==> src/rtl/exec_trace_monitor.sv <==
// Execution trace monitor for the unicycle MIPS core: captures one entry per cycle
// into a circular buffer, freezes on halt opcode or watchdog, then drains oldest-first.
module exec_trace_monitor #(
    parameter int                 DATA_W   = 8,
    parameter int                 PC_W     = 8,
    parameter int                 INST_W   = 8,
    parameter int                 OPC_W    = 3,
    parameter logic [OPC_W-1:0]   HALT_OPC = 3'b111,
    parameter int                 DEPTH    = 16,
    parameter int                 TIMEOUT  = 1024,
    parameter int                 CNT_W    = 16
) (
    input  logic                      CLK,
    input  logic                      Reset,
    input  logic [PC_W-1:0]           pc,
    input  logic [INST_W-1:0]         inst,
    input  logic                      reg_we,
    input  logic [DATA_W-1:0]         reg_wdata,
    input  logic                      mem_we,
    input  logic [DATA_W-1:0]         mem_wdata,
    input  logic                      rd_req,
    output logic                      rd_valid,
    output logic [PC_W-1:0]           rd_pc,
    output logic [INST_W-1:0]         rd_inst,
    output logic [1:0]                rd_flags,
    output logic [DATA_W-1:0]         rd_data,
    output logic [1:0]                state,
    output logic                      done,
    output logic                      overflow,
    output logic [$clog2(DEPTH):0]    count,
    output logic [CNT_W-1:0]          cycle_cnt,
    output logic [CNT_W-1:0]          inst_cnt
);
    localparam int PTR_W = $clog2(DEPTH);
    localparam int CNTH_W = PTR_W + 1;

    typedef struct packed {
        logic [PC_W-1:0]   pc;
        logic [INST_W-1:0] inst;
        logic [1:0]        flags;
        logic [DATA_W-1:0] data;
    } entry_t;

    typedef enum logic [1:0] {
        sRun     = 2'd0,
        sHalted  = 2'd1,
        sTimeout = 2'd2
    } state_t;

    entry_t             buffer [DEPTH];
    entry_t             newEntry;
    entry_t             headEntry;
    state_t             curState, nextState;
    logic [PTR_W-1:0]   wrPtr, rdPtr;
    logic [CNT_W-1:0]   cycleNext;
    logic               capture, isHalt, full, pop;

    assign capture   = (curState == sRun);
    assign isHalt    = (inst[INST_W-1 -: OPC_W] == HALT_OPC);
    assign cycleNext = cycle_cnt + CNT_W'(1);
    assign full      = (count == CNTH_W'(DEPTH));
    assign done      = (curState != sRun);
    assign rd_valid  = done && (count != '0);
    assign pop       = rd_valid && rd_req;
    assign state     = curState;

    // Register write-back takes priority when both writes fire in one cycle.
    always_comb begin
        newEntry.pc    = pc;
        newEntry.inst  = inst;
        newEntry.flags = {reg_we, mem_we};
        newEntry.data  = '0;
        if (reg_we)
            newEntry.data = reg_wdata;
        else if (mem_we)
            newEntry.data = mem_wdata;
    end

    always_comb begin
        nextState = curState;
        if (capture) begin
            if (isHalt)
                nextState = sHalted;
            else if (cycleNext == CNT_W'(TIMEOUT))
                nextState = sTimeout;
        end
    end

    always_ff @(posedge CLK) begin
        if (Reset)
            curState <= sRun;
        else
            curState <= nextState;
    end

    // Trace RAM is deliberately not reset; count alone says what is valid.
    always_ff @(posedge CLK) begin
        if (!Reset && capture)
            buffer[wrPtr] <= newEntry;
    end

    always_ff @(posedge CLK) begin
        if (Reset) begin
            wrPtr     <= '0;
            rdPtr     <= '0;
            count     <= '0;
            overflow  <= 1'b0;
            cycle_cnt <= '0;
            inst_cnt  <= '0;
        end else if (capture) begin
            wrPtr     <= wrPtr + PTR_W'(1);
            cycle_cnt <= cycleNext;
            inst_cnt  <= inst_cnt + CNT_W'(1);
            if (full) begin
                rdPtr    <= rdPtr + PTR_W'(1);
                overflow <= 1'b1;
            end else begin
                count <= count + CNTH_W'(1);
            end
        end else if (pop) begin
            rdPtr <= rdPtr + PTR_W'(1);
            count <= count - CNTH_W'(1);
        end
    end

    assign headEntry = buffer[rdPtr];
    assign rd_pc     = headEntry.pc;
    assign rd_inst   = headEntry.inst;
    assign rd_flags  = headEntry.flags;
    assign rd_data   = headEntry.data;

endmodule

==> config.mk <==
export PLATFORM = sky130hd
export DESIGN_NAME = exec_trace_monitor
export DESIGN_NICKNAME = d
export VERILOG_FILES = /design/src/rtl/exec_trace_monitor.sv
export SDC_FILE = /design/constraint.sdc
export NUM_CORES = 1
export LEC_CHECK = 0
export ABC_AREA = 1
export BUFFER_PORTS_ARGS = -buffer_cell sky130_fd_sc_hd__buf_2
export CAP_MARGIN = 0
export CORE_UTILIZATION = 60
export CTS_CLUSTER_SIZE = 14
export DETAILED_ROUTE_END_ITERATION = 16
export GPL_ROUTABILITY_DRIVEN = 0
export PLACE_DENSITY = 0.78
export SYNTH_ARGS = -nofsm -noshare
export SYNTH_HDL_FRONTEND = slang
export SYNTH_SLANG_ARGS = --single-unit
==> constraint.sdc <==
create_clock -name CLK -period 4.1 [get_ports CLK]
set_clock_uncertainty 0.05 [all_clocks]
set_input_delay 0.41 -clock CLK [delete_from_list [all_inputs] [get_ports CLK]]
set_output_delay 0.41 -clock CLK [all_outputs]
set_load 0.005 [all_outputs]
Yosys cells after proc, flatten, opt, wreduce, memory -nomap -nowiden --
Memories as Yosys holds them, arrays and structs flattened. A register that Yosys moved wholly into a read port is not among the register bits. Cells that the tools add are included.
Word-level totals: word-level logic and storage cells 46, output and inout port bits 68, memory bits (writable) 416, input port bits 37, memories 1, flip-flop bits (word level) 48
Memories:
- buffer | depth 16, bits a word 26, rd ports 1, clocked after Yosys merged registers in 1, write ports 1, line 50 | entry_t buffer [DEPTH];
Operators by class: $add $sub $neg 6, mux-type cells 14, reduce and logical (&&, ||, !) cells 13, equality and inequality tests 5
Operator list (number):
- $add A16 B1 Y16 const B | 2
- $mux W4 | 5
- $eq A16 B11 Y1 const B | 1
- $mux W8 | 2
- $mux W5 | 3
- $add A4 B1 Y4 const B | 2
- $reduce_and A2 Y1 | 4
- $reduce_bool A2 Y1 | 3
- $add A5 B1 Y5 const B | 1
- $eq A5 B5 Y1 const B | 1
- $reduce_bool A5 Y1 | 1
- $sub A5 B1 Y5 const B | 1
- $mux W2 | 2
- $eq A3 B3 Y1 const B | 1
- $logic_and A1 B1 Y1 | 3
- $logic_not A2 Y1 | 1
- $mux W1 | 2
- $ne A2 B1 Y1 const B | 1
- $ne A2 B2 Y1 const B | 1
- $logic_not A1 Y1 | 1

Longest topological paths before layout --
Gate-level depths: netlist (run 1).
depth in word-level cells 7, mapped depth 12, mapped depth without buffers 12

Worst setup path before layout (run 1) --
No wires, ideal clock.
kind in2reg, from in Reset, to mem buffer[6][0] (netlist name), enable pin, stages 3, required time 3608 ps, path slack 944 ps, path buffers 2, arrival 2664 ps, library setup time 442 ps, cell sequence clkbuf_1 buf_1 nor3_1
On the way: word-level cells in the longest chain between the ends 4
Ends and longest elaborated chain:
- from (decl) | line 14 | input logic Reset,
- $logic_not A1 Y1 | line 98 | if (!Reset && capture)
- $logic_and A1 B1 Y1 | line 98
- $mux W1 | line 98
- $mux W1 (implied by the code) | line 99 | buffer[wrPtr] <= newEntry;
- to (decl) | line 50
No other way between the ends.

==> flow_metrics.tcl, run 1 <==
set metrics [dict create \
    status "completed" \
    hp-class "in -> reg" \
    grt_pass1_wl_mm 67.8 \
    ant_nets 0 \
    min_period_ns 3.22 \
    dr.pass1.iters 5 \
    p_comb_share_pct 10.8 \
    synth_fp_nets 1563 \
    relSlewSlack_pct 22.4 \
    internal_power_w 0.00800 \
    gr-total-overflow 0 \
    nets 1659 \
    fmax_mhz 311 \
    pwr-share-seq_pct 51.4 \
    cp-start-kind "register" \
    ys_ff_latch 468 \
    grt_pass1_vias 12100 \
    power.static_leakage_nw 7.64 \
    critical_path_required_ns 3.64 \
    endpoint_kind "output port" \
    clk-insertion-delay-late_ns 0.54 \
    initial_core_util_pct 61.2 \
    yosysUniqueCellTypes 38 \
    tightestPinTransition_ns 1.16 \
    totalWireLength_mm 44.0 \
    io_buffers 104 \
    cts_root_buf "clkbuf_16" \
    cts_htree_levels 2 \
    antenna_found_initial 0 \
    seq_area_frac_synth_pct 69.7 \
    ctsResizeCount 0 \
    viasPerCell 6.07 \
    p_sw_share_pct 23.9 \
    crit_fanout 90 \
    slew_viol_final 0 \
    grt_usage_pct 27.0 \
    wl_per_cell_um 21.5 \
    setup_viol 0 \
    clock_path_buffers 3 \
    ir_worst_vdd_mv 0.365 \
    rsz0062_at_grt "false" \
    cts_buffers 46 \
    first_iter_violations 1231 \
    fin_crit_sh_pct 78.5 \
    drive_gt1_share_pct 13.6 \
    cts_sinks 468 \
    die_h_um 182 \
    cp.arrival_ns 2.76 \
    yosysWarningCount 0 \
    design.core.area_mm2 0.0317 \
    syn-cell-area_mm2 0.0194 \
    net-switching-power_w 0.00251 \
    dpl.hpwl_mm 24.8 \
    n_antenna_cell 0 \
    netlist.top_cell.by_area "edfxtp_1" \
    cts_setup_buffers 0 \
    route.detailed.drc 0 \
    synth_top_area_share_pct 64.3 \
    final-hold-violation-count 0 \
    power_density_mw_per_mm2 484 \
    die_x_um 182 \
    hold_slack_ns 0.200 \
    num_vias 12400 \
    dieArea_mm2 0.0331 \
    cap_violations 0 \
    cts_tree "yes" \
    fin_tns_setup_ns 0 \
    ctsHoldBuffers 0 \
    grt_start_max_net_pins 91 \
    clk_pin_slew_ns 0.06 \
    critPathKind "reg -> out" \
    avgSynthCellArea_um2 12.8 \
    placementRows 65 \
    synth_area_leaders "edfxtp_1, dfxtp_1, mux2i_1" \
    area_growth_syn_to_layout_pct 11.8 \
    clkPwrFrac_pct 37.8 \
    synth_cells 1514 \
    ioPinCount 105 \
]
==> synthesized netlist by cell type (all sizes together) <==
| cell type | n |
|---|---|
| o211ai | 112 |
| nand2 | 126 |
| o21a | 6 |
| o21ai | 152 |
| and2 | 1 |
| nand4 | 8 |
| inv | 158 |
| clkbuf | 45 |
| a21oi | 134 |
| nand3 | 62 |
| or2 | 1 |
| o21bai | 3 |
| mux2i | 104 |
| nor3b | 1 |
| nor3 | 11 |
| clkinv | 1 |
| edfxtp | 416 |
| a211oi | 1 |
| fa | 1 |
| ha | 11 |
| xnor2 | 4 |
| buf | 42 |
| nor2 | 57 |
| dfxtp | 52 |
| o211a | 1 |
| xor2 | 4 |
==> power by group through the flow <==
stage	clock, W	combinational, W	sequential (W)
after global routing	0.00419	0.00126	0.00541
after floorplan	0	0.000788	0.00546
after CTS	0.00400	0.00114	0.00540
after detailed placement	0	0.00113	0.00550
after global placement	0	0.00109	0.00549
final	0.00397	0.00114	0.00540
==> layout make-up <==
| type | count | area (um^2) |
|---|---|---|
| Clock buffer | 66 | 1280 |
| Clock inverter | 16 | 124 |
| Fill cell | 2183 | 10000 |
| Inverter | 159 | 598 |
| Multi-Input combinational cell | 800 | 4880 |
| Sequential cell | 468 | 13500 |
| Tap cell | 402 | 503 |
| Timing Repair Buffer | 135 | 791 |
==> worst paths after layout <==
path,depth (start not counted),slack [ns],from,to
min,1,0.20,inst[4],buffer[9][14]$_DFFE_PP_
max reg2reg,3,1.87,state[1]$_SDFFE_PP0P_,buffer[10][17]$_DFFE_PP_
max,7,0.88,register,rd_data[6]
min reg2reg,2,0.40,overflow$_SDFFE_PP0P_,overflow$_SDFFE_PP0P_
==> sequential cells by signal, indices dropped and copies added, names as in the netlist, named ones only <==
register and cells:
state 2, wrPtr 4, inst_cnt 16, cycle_cnt 16, rdPtr 4, count 5, buffer 416, overflow 1
==> worst max-delay path, cell delays in order, from the launching register on <==
cell      delay, ns
dfxtp_4        0.45
buf_4          0.90
a21oi_1        0.11
o21ai_0        0.17
o211ai_1       0.16
nand3_1        0.10
nand2_1        0.13
buf_2          0.15
==> cells by family after synthesis <==
group                      after synthesis  share of synthesized area [%]
muxes                                  104                           5.36
buffers and inverters                  246                           5.73
DFF                                    468                           69.7
AOI/OAI and AO/OA                      409                           12.2
adders and majority gates               12                          0.812
and+or+nand+nor                        267                           5.92
xor gates and xnor gates                 8                          0.361
==> metrics by stage <==
step | cell area (um^2) | power [W] | worst slack, ns | std cells | util [%]
5_1_grt | 21700 | 0.0109 | 0.699 | 2046 | 68.5
4_1_cts | 21700 | 0.0105 | 0.862 | 2046 | 68.5
2_1_floorplan | 19400 | 0.00625 | 0.944 | 1514 | -
3_5_place_dp | 20300 | 0.00663 | 1.50 | 1964 | 64.1
3_3_place_gp | 20300 | 0.00658 | 1.53 | 1964 | 64.1
6_report | 21700 | 0.0105 | 0.881 | 2046 | 68.5
==> metal layers <==
layer / vias up / track usage, % / part of all wire (%)
li1: 5710 / - / -
met5: - / 0 / 0
met2: 541 / 44.9 / 49
met1: 6065 / 36.6 / 40
met3: 96 / 3.87 / 8.0
met4: 0 / 9.55 / 3.1
==> placed cells by master (no fill, tap or decap), drive strengths merged, types with 2 or more instances in the layout <==
cell / instances
edfxtp: 416
inv: 158
o21ai: 152
buf: 135
a21oi: 134
nand2: 126
o211ai: 112
mux2i: 104
clkbuf: 66
nand3: 62
nor2: 57
dfxtp: 52
clkinv: 15
ha: 11
nor3: 11
nand4: 8
o21a: 6
xor2: 4
xnor2: 4
o21bai: 3
bufinv: 2
Note: power is estimated with default switching activity, not from simulation.
==> inputs of run 2 (changes only) <==
clock period = 3 ns   (was 4.1 ns; I/O delays follow)
==> run 2 against run 1 <==
Net effect: hold slack lost 0.12 ns; final cell count shrank 0.24%; wire length shrank 2.3%; power grew 35%; clock-buffer cell count shrank 8; critical path depth is the same; combinational power grew 39%; critical path type unchanged; critical endpoint is now rd_data[1].
==> flow_metrics.tcl, run 2 (synthesis gave the netlist of run 1 again) <==
set metrics [dict create \
    status "completed" \
    crit_fanout 58 \
    setup_ws_ns 0.207 \
    die_x_um 182 \
    net-switching-power_w 0.00337 \
    n_fill_cell 2168 \
    n_antenna_cell 0 \
    gr-total-overflow 0 \
    ioPinCount 105 \
    routed.top_layer "met4" \
    grt_usage_pct 26.5 \
    seq_area_mm2 0.0135 \
    endpoint_kind "output port" \
    critical_path_required_ns 2.65 \
    num_vias 12300 \
    pwr-share-seq_pct 51.8 \
    p_comb_share_pct 11.1 \
    min_period_ns 2.79 \
    die_h_um 182 \
    wl_per_cell_um 21.1 \
    top_register "buffer" \
    clkPwrFrac_pct 37.1 \
    final_common_cell "edfxtp_1" \
    final-hold-violation-count 0 \
    fmax_mhz 358 \
    p_sw_share_pct 23.7 \
    clk_pin_slew_ns 0.06 \
    ir_worst_vdd_mv 0.438 \
    relSlewSlack_pct 24.6 \
    multi_input_comb_area_mm2 0.00490 \
    hp-class "in -> reg" \
    cts_root_buf "clkbuf_16" \
    internal_power_w 0.0109 \
    ctsHoldBuffers 0 \
    ant_nets 0 \
    crit_top_cell "o21ai_0" \
    cts_sinks 468 \
    cp_num_buf_inv 2 \
    cp_slowest_cell "dfxtp_4" \
    cp.arrival_ns 2.44 \
    cpLargestDelayFamily "flip-flops" \
    cts_tree "yes" \
    fin_crit_sh_pct 93.1 \
    ctsResizeCount 0 \
    clk-insertion-delay-late_ns 0.54 \
    dr_wl_met3_mm 3.13 \
    instances_no_fill 2041 \
    antenna_found_initial 0 \
    nets 1659 \
    design.core.area_mm2 0.0317 \
    final_util_pct 68.6 \
    grt_pass1_vias 12000 \
    cts_buffers 46 \
    totalWireLength_mm 43.0 \
    route.detailed.drc 0 \
    power_density_mw_per_mm2 654 \
    first_iter_violations 1147 \
    io_buffers 104 \
    dr_wl_met2_mm 21.2 \
    grt_start_max_net_pins 105 \
    grt_pass1_wl_mm 66.9 \
    cts_htree_levels 2 \
    power.total_w 0.0142 \
    critPathKind "reg -> out" \
    clock_path_buffers 3 \
    cap_violations 0 \
    setup_viol 0 \
    path_cells "buf_12 > a21oi_1 > o21ai_0 > o21ai_0 > o211ai_1 > nand2_1 > buf_2" \
    layout_common_cells "edfxtp_1, inv_1, o21ai_0" \
    tightestPinTransition_ns 1.13 \
    dr.pass1.iters 5 \
    slowest_delay_ns 0.66 \
    drive_gt1_share_pct 13.4 \
    cts_setup_buffers 0 \
    top_regs "buffer: 416 flops, cycle_cnt: 16 flops, inst_cnt: 16 flops" \
    initial_core_util_pct 61.2 \
    hold_slack_ns 0.0794 \
    place_inst 1964 \
    largest_register_ff_count 416 \
    power.static_leakage_nw 7.64 \
    slew_viol_final 0 \
    viasPerCell 6.01 \
    placementRows 65 \
    dp_slack_ns 0.782 \
    area_growth_syn_to_layout_pct 12.0 \
    cp-start-kind "register" \
    dpl.hpwl_mm 23.5 \
    dieArea_mm2 0.0331 \
    rsz0062_at_grt "false" \
    m1WireLength_mm 17.7 \
]
## run 2: cell count changes in the layout (fill, tap and decap cells not counted), sizes merged
cell / previous run / this run
clkbuf: 66 / 58
clkinv: 15 / 18
## run 2: path summary, 6_finish.rpt
check	start	to	slack, ns	depth (start not counted)
setup / recovery	register	rd_data[1]	0.21	7
hold / removal	inst[4]	buffer[13][14]$_DFFE_PP_	0.08	1
setup reg to reg	state[1]$_SDFFE_PP0P_	buffer[3][21]$_DFFE_PP_	0.80	3
hold reg to reg	overflow$_SDFFE_PP0P_	overflow$_SDFFE_PP0P_	0.40	2
## run 2: final cells by class
cell class / count / share of cell area, %
Clock buffer: 58 / 5.60
Inverter: 159 / 2.75
Sequential cell: 468 / 62.2
Timing Repair Buffer: 135 / 3.98
Tap cell: 402 / 2.31
Multi-Input combinational cell: 800 / 22.5
Clock inverter: 19 / 0.610
## run 2: routing by layer
layer  vias to the layer above  global-route usage, %
met2                       510                   44.5
met3                        89                   3.53
li1                       5711                      -
met5                         -                      0
met4                         0                   8.87
met1                      5952                   36.1
## run 2: metrics by stage
step           setup TNS (ns)  instance area, um^2
3_3_place_gp                0                20400
5_1_grt                     0                21800
3_5_place_dp                0                20400
2_1_floorplan          -13.60                19400
6_report                    0                21800
4_1_cts                     0                21800
## run 2: power by group through the flow
stage | combinational [W] | sequential [W] | clock (W)
floorplan | 0.00108 | 0.00747 | 0
global placement | 0.00151 | 0.00750 | 0
detailed placement | 0.00155 | 0.00750 | 0
CTS | 0.00157 | 0.00737 | 0.00534
global route | 0.00173 | 0.00738 | 0.00562
finish | 0.00158 | 0.00737 | 0.00528
